--- src/rtl/bright_pkg.sv ---
// rtl/bright_pkg.sv - shared types and constants for the brightness frame sequencer
package bright_pkg;

  localparam int DATA_W_DEF = 8;
  localparam int DP_LAT     = 1;

  typedef enum logic [1:0] {
    ST_IDLE  = 2'd0,
    ST_RUN   = 2'd1,
    ST_DRAIN = 2'd2,
    ST_DONE  = 2'd3
  } state_e;

endpackage

--- src/rtl/bright_addr_cnt.sv ---
// rtl/bright_addr_cnt.sv - clearable, enabled counter with terminal-count compare
// tc looks at the value the counter will hold after this cycle, so callers can act on the edge.
module bright_addr_cnt #(
  parameter int W = 13
) (
  input  logic         clk,
  input  logic         rst,
  input  logic         clr,
  input  logic         en,
  input  logic [W-1:0] limit,
  output logic [W-1:0] count,
  output logic         tc
);

  logic [W-1:0] count_nxt;

  assign count_nxt = count + W'(en);
  assign tc        = (count_nxt == limit);

  always_ff @(posedge clk or posedge rst) begin
    if (rst) begin
      count <= '0;
    end else if (clr) begin
      count <= '0;
    end else begin
      count <= count_nxt;
    end
  end

endmodule

--- src/rtl/bright_frame_ctrl.sv ---
// rtl/bright_frame_ctrl.sv - frame sequencer between pixel RAMs and the brightness datapath
// Optional abort input is built in when BRIGHT_FRAME_CTRL_ABORT_EN is defined.
module bright_frame_ctrl
  import bright_pkg::*;
#(
  parameter int IMG_W  = 64,
  parameter int IMG_H  = 64,
  parameter int ADDR_W = 12,
  parameter int DATA_W = DATA_W_DEF
) (
  input  logic              clk,
  input  logic              rst,
  input  logic              start,
  input  logic [7:0]        brightness_cfg,
  input  logic              pause,
`ifdef BRIGHT_FRAME_CTRL_ABORT_EN
  input  logic              abort,
`endif
  output logic              busy,
  output logic              done,
  output logic              rd_en,
  output logic [ADDR_W-1:0] rd_addr,
  input  logic [DATA_W-1:0] rd_data,
  output logic [DATA_W-1:0] dp_pixel,
  output logic              dp_valid,
  output logic [7:0]        dp_brightness,
  input  logic [DATA_W-1:0] dp_pixel_out,
  input  logic              dp_valid_out,
  output logic              wr_en,
  output logic [ADDR_W-1:0] wr_addr,
  output logic [DATA_W-1:0] wr_data
);

  localparam logic [ADDR_W:0] N_PIX = (ADDR_W+1)'(IMG_W * IMG_H);

  state_e          state;
  state_e          state_nxt;
  logic            start_acc;
  logic            abort_hit;
  logic            rd_pend;
  logic [ADDR_W:0] rd_cnt;
  logic [ADDR_W:0] wr_cnt;
  logic            rd_tc;
  logic            wr_tc;
  logic            unused_wr_msb;

`ifdef BRIGHT_FRAME_CTRL_ABORT_EN
  assign abort_hit = abort && (state == ST_RUN);
`else
  assign abort_hit = 1'b0;
`endif

  assign start_acc = (state == ST_IDLE) && start;
  assign busy      = (state != ST_IDLE);
  assign done      = (state == ST_DONE);
  assign rd_en     = (state == ST_RUN) && !pause && !abort_hit;
  assign rd_addr   = rd_cnt[ADDR_W-1:0];
  assign dp_pixel  = rd_data;
  assign dp_valid  = rd_pend;
  // Gated by busy so a datapath result still in flight across a reset is never written.
  assign wr_en     = dp_valid_out && busy;
  assign wr_data   = dp_pixel_out;
  assign wr_addr   = wr_cnt[ADDR_W-1:0];
  assign unused_wr_msb = wr_cnt[ADDR_W];

  bright_addr_cnt #(.W(ADDR_W+1)) u_rd_cnt (
    .clk   (clk),
    .rst   (rst),
    .clr   (start_acc),
    .en    (rd_en),
    .limit (N_PIX),
    .count (rd_cnt),
    .tc    (rd_tc)
  );

  // Drain ends when writes catch up with reads issued, which also covers an aborted frame.
  bright_addr_cnt #(.W(ADDR_W+1)) u_wr_cnt (
    .clk   (clk),
    .rst   (rst),
    .clr   (start_acc),
    .en    (wr_en),
    .limit (rd_cnt),
    .count (wr_cnt),
    .tc    (wr_tc)
  );

  always_comb begin
    state_nxt = state;
    case (state)
      ST_IDLE:  if (start) state_nxt = ST_RUN;
      ST_RUN:   if (abort_hit || (rd_en && rd_tc)) state_nxt = ST_DRAIN;
      ST_DRAIN: if (wr_tc) state_nxt = ST_DONE;
      ST_DONE:  state_nxt = ST_IDLE;
      default:  state_nxt = ST_IDLE;
    endcase
  end

  always_ff @(posedge clk or posedge rst) begin
    if (rst) begin
      state         <= ST_IDLE;
      rd_pend       <= 1'b0;
      dp_brightness <= 8'd0;
    end else begin
      state   <= state_nxt;
      rd_pend <= rd_en;
      if (start_acc) dp_brightness <= brightness_cfg;
    end
  end

endmodule

--- config.mk ---
export PLATFORM = sky130hd
export DESIGN_NAME = bright_frame_ctrl
export DESIGN_NICKNAME = d
export VERILOG_FILES = /design/src/rtl/bright_pkg.sv /design/src/rtl/bright_addr_cnt.sv /design/src/rtl/bright_frame_ctrl.sv
export SDC_FILE = /design/constraint.sdc
export NUM_CORES = 1
export LEC_CHECK = 0
export CAP_MARGIN = 20
export CORE_UTILIZATION = 27
export CTS_CLUSTER_DIAMETER = 200
export DETAILED_ROUTE_END_ITERATION = 8
export GPL_ROUTABILITY_DRIVEN = 0
export SYNTH_ARGS = -nofsm -noshare
export SYNTH_HDL_FRONTEND = slang
export SYNTH_SLANG_ARGS = --single-unit
--- constraint.sdc ---
create_clock -name clk -period 3.25 [get_ports clk]
set_clock_uncertainty 0.2 [all_clocks]
set_input_delay 0.8125 -clock clk [delete_from_list [all_inputs] [get_ports clk]]
set_output_delay 0.8125 -clock clk [all_outputs]
set_load 0.05 [all_outputs]
=== After elaboration in Yosys (flattened, before gate mapping) ===
Cells that the tools add are included.

* Reductions and logical operators: 8
* Muxes and demuxes: 6
* Add/sub/neg operators: 2
* Eq/ne operators: 8

{| class="wikitable"
|+ Operators with widths
! cell !! count
|-
| $add 13x1->13 || 2
|-
| $mux 13 || 2
|-
| $eq 13x13->1 || 1
|-
| $eq 13x13->1 const B || 1
|-
| $pmux 2 s4 || 1
|-
| $mux 2 || 3
|-
| $eq 2x2->1 const B || 2
|-
| $logic_and 1x1->1 || 4
|-
| $ne 2x1->1 const B || 2
|-
| $reduce_and 3->1 || 1
|-
| $eq 2x1->1 const B || 1
|-
| $logic_not 2->1 || 1
|-
| $ne 2x2->1 const B || 1
|-
| $reduce_bool 2->1 || 1
|-
| $logic_not 1->1 || 1
|}

* Word-level logic and storage cells: 29
* Flip-flop bits (word level): 37
* Input bits: 29
* Output and inout bits: 53

=== Depth between registers and ports, before layout ===
Gate-level depths: netlist (run 1).

* Depth in word-level cells: 7
* Gate-level depth with buffers: 13
* Depth with buffers taken out: 12

=== By module ===
From an unflattened synthesis (run 1), not the netlist that was laid out.

* Cells, all modules: 302
* Area total of the unflattened synthesis: 2736.4 µm²

{| class="wikitable"
|+ By module, submodules not included
! module !! cells each !! instances !! area each (µm²)
|-
| bright_addr_cnt || 123 || 2 || 1054.8
|-
| bright_frame_ctrl || 56 || 1 || 626.9
|}

=== Least setup slack after synthesis (run 1) ===
Ideal clock, no wire load.

* Path kind: in2reg
* Start point: in pause
* End point: reg state[1]
* Library setup time: 0.128 ns
* Path slack: -0.798 ns
* Data required time: 2.922 ns
* Arrival time: 3.721 ns
* Stages: 11
* Cells stage by stage: nor2b_1 -> ha_1 -> ha_1 -> and3_1 -> buf_2 -> nand3_1 -> xnor2_1 -> a2111oi_0 -> a31oi_1 -> a21oi_2 -> mux2_1

* Word-level cells in the longest chain between the ends: 7

{| class="wikitable"
|+ RTL lines
! element !! line !! text
|-
| start, declared || bright_frame_ctrl.sv:15 || <nowiki>input logic pause,</nowiki>
|-
| $logic_not 1->1 (*) || bright_frame_ctrl.sv:56 || <nowiki>assign rd_en = (state == ST_RUN) && !pause && !abort_hit;</nowiki>
|-
| $logic_and 1x1->1 (*) || bright_frame_ctrl.sv:56 ||
|-
| $add 13x1->13 || bright_addr_cnt.sv:17 || <nowiki>assign count_nxt = count + W'(en);</nowiki>
|-
| $eq 13x13->1 || bright_addr_cnt.sv:18 || <nowiki>assign tc = (count_nxt == limit);</nowiki>
|-
| $logic_and 1x1->1 (*) || bright_frame_ctrl.sv:91 || <nowiki>ST_RUN: if (abort_hit || (rd_en && rd_tc)) state_nxt = ST_DRAIN;</nowiki>
|-
| $ne 2x1->1 (no line) (*) || -- ||
|-
| $reduce_and 3->1 (no line) (*) || -- ||
|-
| end signal, assigned || bright_frame_ctrl.sv:104 || <nowiki>state <= state_nxt;</nowiki>
|-
| end, declared || bright_frame_ctrl.sv:36 || <nowiki>state_e state;</nowiki>
|}

Mark *: on every way between the ends. The rest lies on a longest branch, timed or not.
A chain may end at the register's enable or synchronous reset.

=== Worst setup path in the final report (run 1) ===
* Start point: in dp_valid_out
* End point: reg state[1]

* Word-level cells in the longest chain between the ends: 5

{| class="wikitable"
|+ RTL lines
! element !! line !! text
|-
| start, declared || bright_frame_ctrl.sv:28 || <nowiki>input logic dp_valid_out,</nowiki>
|-
| $logic_and 1x1->1 || bright_frame_ctrl.sv:61 || <nowiki>assign wr_en = dp_valid_out && busy;</nowiki>
|-
| $add 13x1->13 || bright_addr_cnt.sv:17 ||
|-
| $eq 13x13->1 || bright_addr_cnt.sv:18 ||
|-
| $ne 2x1->1 (no line) || -- ||
|-
| $reduce_and 3->1 (no line) || -- ||
|}

Every way passes these cells.

==> results of run 1 <==
worst paths after layout:
path / from / to / cells after the start
worst min-delay path: dp_brightness[2]$_DFFE_PP0P_ / dp_brightness[2]$_DFFE_PP0P_ / 1
max in group asynchronous: rst / u_rd_cnt.count[4]$_DFF_PP0_ / 3
worst max register to register: state[1]$_DFFE_PP0P_ / state[1]$_DFFE_PP0P_ / 12
worst max-delay path: dp_valid_out / state[1]$_DFFE_PP0P_ / 11
worst min register to register: dp_brightness[2]$_DFFE_PP0P_ / dp_brightness[2]$_DFFE_PP0P_ / 1
min in group asynchronous: rst / u_rd_cnt.count[11]$_DFF_PP0_ / 3
state kept, by name, summed over array words and instances, names as in the netlist:
signal	flops
dp_brightness	8
dp_valid	1
state	2
u_rd_cnt.count	13
u_wr_cnt.count	13
metal layers:
layer	wire, um	track usage
met1	2570	0.149
met2	2830	0.208
met5	0	0
met3	380	0.0313
met4	83	0.0368
Yosys cell counts, types with 2 or more instances:
cell type,count,area (um2)
xnor3_1,2,45.0
or3_1,2,12.5
buf_4,40,300
mux2i_1,2,20.0
nand4b_1,2,17.5
xor2_1,12,105
nand2_1,12,45.0
inv_1,5,18.8
and4_1,3,26.3
nor2b_1,13,81.3
nand2b_1,3,18.8
xnor2_1,19,166
and2_1,4,25.0
and3_2,2,15.0
and3_1,2,12.5
ha_1,9,113
and4_4,2,22.5
nand4_1,5,31.3
buf_2,10,50.1
nand3_2,2,20.0
o22ai_1,2,12.5
mux2_2,8,90.1
dfrtp_1,37,926
nand3_1,12,60.1
o21ai_0,4,20.0
nor2_1,32,120
clkbuf_1,4,15.0
a21oi_1,2,10.0
layout make-up:
cell class | count | share of cell area
clock buffer | 7 | 0.0256
inverter | 5 | 0.00557
multi-input combinational | 177 | 0.427
tap | 129 | 0.0479
timing repair buffer | 79 | 0.220
sequential | 37 | 0.275
worst max-delay path: stages:
cell and delay (ns):
dlygate4sd2_1 0.23, nor2b_4 0.15, ha_4 0.17, buf_6 0.11, nand2_2 0.07, xnor3_1 0.22, a2111oi_2 0.33, nand4_1 0.12
or3_4 0.37, a21oi_4 0.17, mux2_4 0.31
cell families after synthesis:
family | after synthesis | share of synthesized area
and+or+nand+nor | 100 | 0.208
buffers and inverters | 59 | 0.147
DFF | 37 | 0.354
xor gates and xnor gates | 35 | 0.136
AOI/OAI and AO/OA | 22 | 0.0660
muxes | 11 | 0.0464
adders and majority gates | 9 | 0.0430
power groups by stage:
| stage | sequential (mW) | combinational [mW] | clock, mW |
|---|---|---|---|
| 3_3_place_gp | 0.703 | 1.23 | 0 |
| 5_1_grt | 0.716 | 1.41 | 0.356 |
| 3_5_place_dp | 0.705 | 1.24 | 0 |
| 4_1_cts | 0.699 | 1.30 | 0.344 |
| 2_1_floorplan | 0.849 | 0.798 | 0 |
| 6_report | 0.697 | 1.32 | 0.328 |
stage by stage:
step / power [mW] / cell area (um2) / instances / worst slack [ns] / hold slack (ns)
floorplan: 1.65 / 2680 / 273 / 0.00115 / 0.312
global placement: 1.93 / 3170 / 421 / -0.367 / 0.288
detailed placement: 1.95 / 3170 / 421 / -0.395 / 0.296
CTS: 2.34 / 3300 / 431 / 0.0117 / 0.312
global route: 2.49 / 3370 / 434 / 0.0164 / 0.342
finish: 2.34 / 3370 / 434 / 0.161 / 0.305
what timing repair did:
item | in CTS | in global routing
gates resized for setup | 8 | 8
setup buffers | 3 | 3
pin swaps | 6 | 3
endpoints found under the setup margin | 1 | 2
==> flow_summary.yaml, run 1 <==
routing:
  wl_per_cell_um: 13.5
  vias: 1951
  drt-initial-drc-count: 54
  ant_nets: 0
  post_drt_via_cell_ratio: 4.50
  drc: 0
  drt_wl_total_mm: 5.86
  firstDrtPassIters: 4
yosys:
  ys.flop_type: "dfrtp_1"
  netlist_area_um2: 2620
  synth_edf_count: 0
  syn_nets: 311
  ys_types: 49
  synthArstFlopShare: 1.00
  yosys_warnings: 0
  seq_area_frac_synth: 0.354
  syn_area_per_cell_um2: 9.58
  syn_inst: 273
  ys_ff_latch: 37
finish:
  area_delta_synth_final_pct: 28.8
  final-seq-area_um2: 926
  mostFrequentLayoutCell: "clkdlybuf4s50_1"
  antenna_cells: 0
  drive_gt1_frac: 0.239
  final_cell_mix: "clkdlybuf4s50_1 (45), dfrtp_1 (37), nor2_1 (32), buf_4 (29), xnor2_1 (18)"
  nets: 343
  final.fill_count: 949
  final_core_util: 0.361
  multi_input_area_um2: 1440
power:
  p_int_mw: 1.31
  power_switching_mw: 1.03
  leakagePower_nw: 1.43
  clkPwrFrac: 0.140
  combinationalPowerShare: 0.562
  seqPwrFrac: 0.298
  power_density_nw_per_um2: 695
  ir_drop_uv: 428
  switching_share: 0.440
timing:
  setup-tns-final_ns: 0
  fin_crit_sh: 0.951
  rsz0062_at_grt: "false"
  setup_viol: 0
  finalHoldViolCount: 0
  tightest_slew_ns: 0.534
  slew_headroom: 0.643
  period_needed_ns: 3.09
  clock.fmax_mhz: 324
  drv_slew: 0
placement:
  hpwl_mm: 4.29
  numPortBuffers: 49
clock_tree:
  cts_hold_buf: 0
  cts.htree.levels: 2
  cts_tree: "built"
  numCtsBuffers: 5
  clock-root-buffer: "clkbuf_8"
  clock_sinks: 37
  clk_pin_slew_ns: 0.07
  cts.path.max_buffers: 2
  clock_latency_ns: 0.29
grt:
  antenna_found_initial: 0
  grt_use_total: 0.121
  grt_pass1_vias: 1975
  grt_max_degree: 38
  grt_pass1_wl_mm: 9.54
  gr-total-overflow: 0
floorplanning:
  placementRows: 35
  ioPinCount: 82
  die_y_um: 100
  core_region_area_um2: 9330
  die-area_um2: 10100
  initial_utilization: 0.280
  die_x_um: 100
critical_path:
  start_kind: "input pin"
  end_kind: "flip-flop"
  cp_max_fo: 3
  rrSetupSlack_ns: 0.16
  path_class: "input pin to flip-flop"
  crit_required_ns: 3.23
  worstPathArrival_ns: 3.07
hold_path:
  min_path_type: "flip-flop to flip-flop"
status:
  run_status: "complete, no violations"
flow_run:
  cap_violations: 0
No activity file was read; power rests on OpenSTA's default activity.
==> inputs of run 2 (changes only) <==
--- a/config.mk
+++ b/config.mk
@@ -6,7 +6,8 @@
 export NUM_CORES = 1
 export LEC_CHECK = 0
 export CAP_MARGIN = 20
-export CORE_UTILIZATION = 27
+export CORE_MARGIN = 5
+export CORE_UTILIZATION = 25
 export CTS_CLUSTER_DIAMETER = 200
 export DETAILED_ROUTE_END_ITERATION = 8
 export GPL_ROUTABILITY_DRIVEN = 0
==> flow_summary.yaml, run 2 (synthesized netlist as in run 1, its figures left out) <==
status:
  run_status: "complete, no violations"
finish:
  antenna_cells: 0
  final_cell_mix: "clkdlybuf4s50_1 (46), dfrtp_1 (37), nor2_1 (32), buf_4 (29), xnor2_1 (18)"
  drive_gt1_frac: 0.245
  area_delta_synth_final_pct: 29.8
  nets: 343
  reg.largest.list: "u_rd_cnt.count x13, u_wr_cnt.count x13, dp_brightness x8"
  multi_input_area_um2: 1450
  final-seq-area_um2: 926
  final.fill_count: 1055
  mostFrequentLayoutCell: "clkdlybuf4s50_1"
  final_core_util: 0.331
  finalNonFillerCells: 442
clock_tree:
  cts_tree: "built"
  clock-root-buffer: "clkbuf_8"
  cts_hold_buf: 0
  clock_latency_ns: 0.29
  clock_sinks: 37
  cts.path.max_buffers: 2
  numCtsBuffers: 5
  cts.htree.levels: 2
  clk_pin_slew_ns: 0.08
routing:
  post_drt_via_cell_ratio: 4.42
  firstDrtPassIters: 4
  ant_nets: 0
  vias: 1953
  drt-initial-drc-count: 122
  drt_wl_total_mm: 6.18
  wl_per_cell_um: 14.0
  drc: 0
timing:
  slew_headroom: 0.613
  setup-tns-final_ns: 0
  setup_viol: 0
  tightest_slew_ns: 0.579
  finalHoldViolCount: 0
  drv_slew: 0
  clock.fmax_mhz: 318
  finalWorstSetupSlack_ns: 0.102
  fin_crit_sh: 0.969
  period_needed_ns: 3.15
hold_path:
  whs_path_depth: 1
  min_path_type: "flip-flop to flip-flop"
  hp-start: "dp_brightness[4]$_DFFE_PP0P_"
  min_to: "dp_brightness[4]$_DFFE_PP0P_"
critical_path:
  rr_worst_depth: 11
  r2r-start: "state[1]$_DFFE_PP0P_"
  path_cells: "clkdlybuf4s50_1 -> nor2b_4 -> ha_4 -> and4_4 -> and4_1 -> a311o_1 -> a22oi_2 -> a31oi_4 -> a21oi_4 -> mux2_4"
  crit_required_ns: 3.23
  worstPathArrival_ns: 3.13
  rr_endpoint: "state[1]$_DFFE_PP0P_"
  rrSetupSlack_ns: 0.19
  crit_family: "compound AO/OA/AOI/OAI gates"
  path_buf_inv: 1
  start_kind: "input pin"
  end_kind: "flip-flop"
  slowest_stage: "clkdlybuf4s50_1"
  cp_max_fo: 5
  path_class: "input pin to flip-flop"
  max_stage_delay_ns: 0.50
floorplanning:
  die_y_um: 112
  die_x_um: 112
  initial_utilization: 0.255
  ioPinCount: 82
  placementRows: 37
  die-area_um2: 12600
  core_region_area_um2: 10300
placement:
  pre_cts_ws_ns: -0.435
  place_inst: 428
  numPortBuffers: 49
  hpwl_mm: 4.60
grt:
  grt_max_degree: 31
  gr-total-overflow: 0
  antenna_found_initial: 0
  grt_pass1_vias: 2070
  grt_pass1_wl_mm: 10.4
  grt_use_total: 0.101
power:
  leakagePower_nw: 1.43
  power_density_nw_per_um2: 705
  p_total_mw: 2.39
  ir_drop_uv: 443
flow_run:
  cap_violations: 0
-- run 2: worst max-delay path by stage --
stage | startpoint | end | slack [ns] | cells past startpoint
6_report | pause | state[1]$_DFFE_PP0P_ | 0.10 | 10
3_5_place_dp | dp_valid_out | state[1]$_DFFE_PP0P_ | -0.43 | 10
5_1_grt | state[1]$_DFFE_PP0P_ | state[1]$_DFFE_PP0P_ | -0.003 | 11
3_3_place_gp | dp_valid_out | state[1]$_DFFE_PP0P_ | -0.38 | 10
2_1_floorplan | dp_valid_out | state[1]$_DFFE_PP0P_ | 0.001 | 9
4_1_cts | pause | state[1]$_DFFE_PP0P_ | 0.04 | 12
-- run 2: stage by stage --
stage          hold slack [ns]  area [um2]
2_1_floorplan            0.312        2680
3_3_place_gp             0.290        3190
3_5_place_dp             0.298        3190
4_1_cts                  0.317        3330
5_1_grt                  0.341        3400
6_report                 0.316        3400
-- run 2: repair_timing --
action | in CTS | in global routing
buffers inserted | 3 | 3
endpoints found under the setup margin | 1 | 2
pin swaps | 7 | 2
resized for setup | 9 | 5
-- run 2: per-layer routing --
layer | vias to the layer above | global-route usage | wire length, um
li1 | 944 | - | -
met1 | 943 | 0.127 | 2820
met2 | 58 | 0.170 | 2940
met3 | 8 | 0.0313 | 388
met4 | 0 | 0.0264 | 29
met5 | - | 0 | 0
-- run 2: cell type report --
cell class | count | share of cell area
Multi-Input combinational cell | 177 | 0.427
Clock inverter | 3 | 0.00516
Inverter | 5 | 0.00552
Clock buffer | 5 | 0.0203
Sequential cell | 37 | 0.273
Timing Repair Buffer | 79 | 0.220
Tap cell | 136 | 0.0501
-- run 2: power by group --
part           switching [mW]  total, mW  internal (mW)
Clock                   0.180      0.328          0.148
Combinational           0.763       1.37          0.609
Sequential              0.126      0.693          0.567
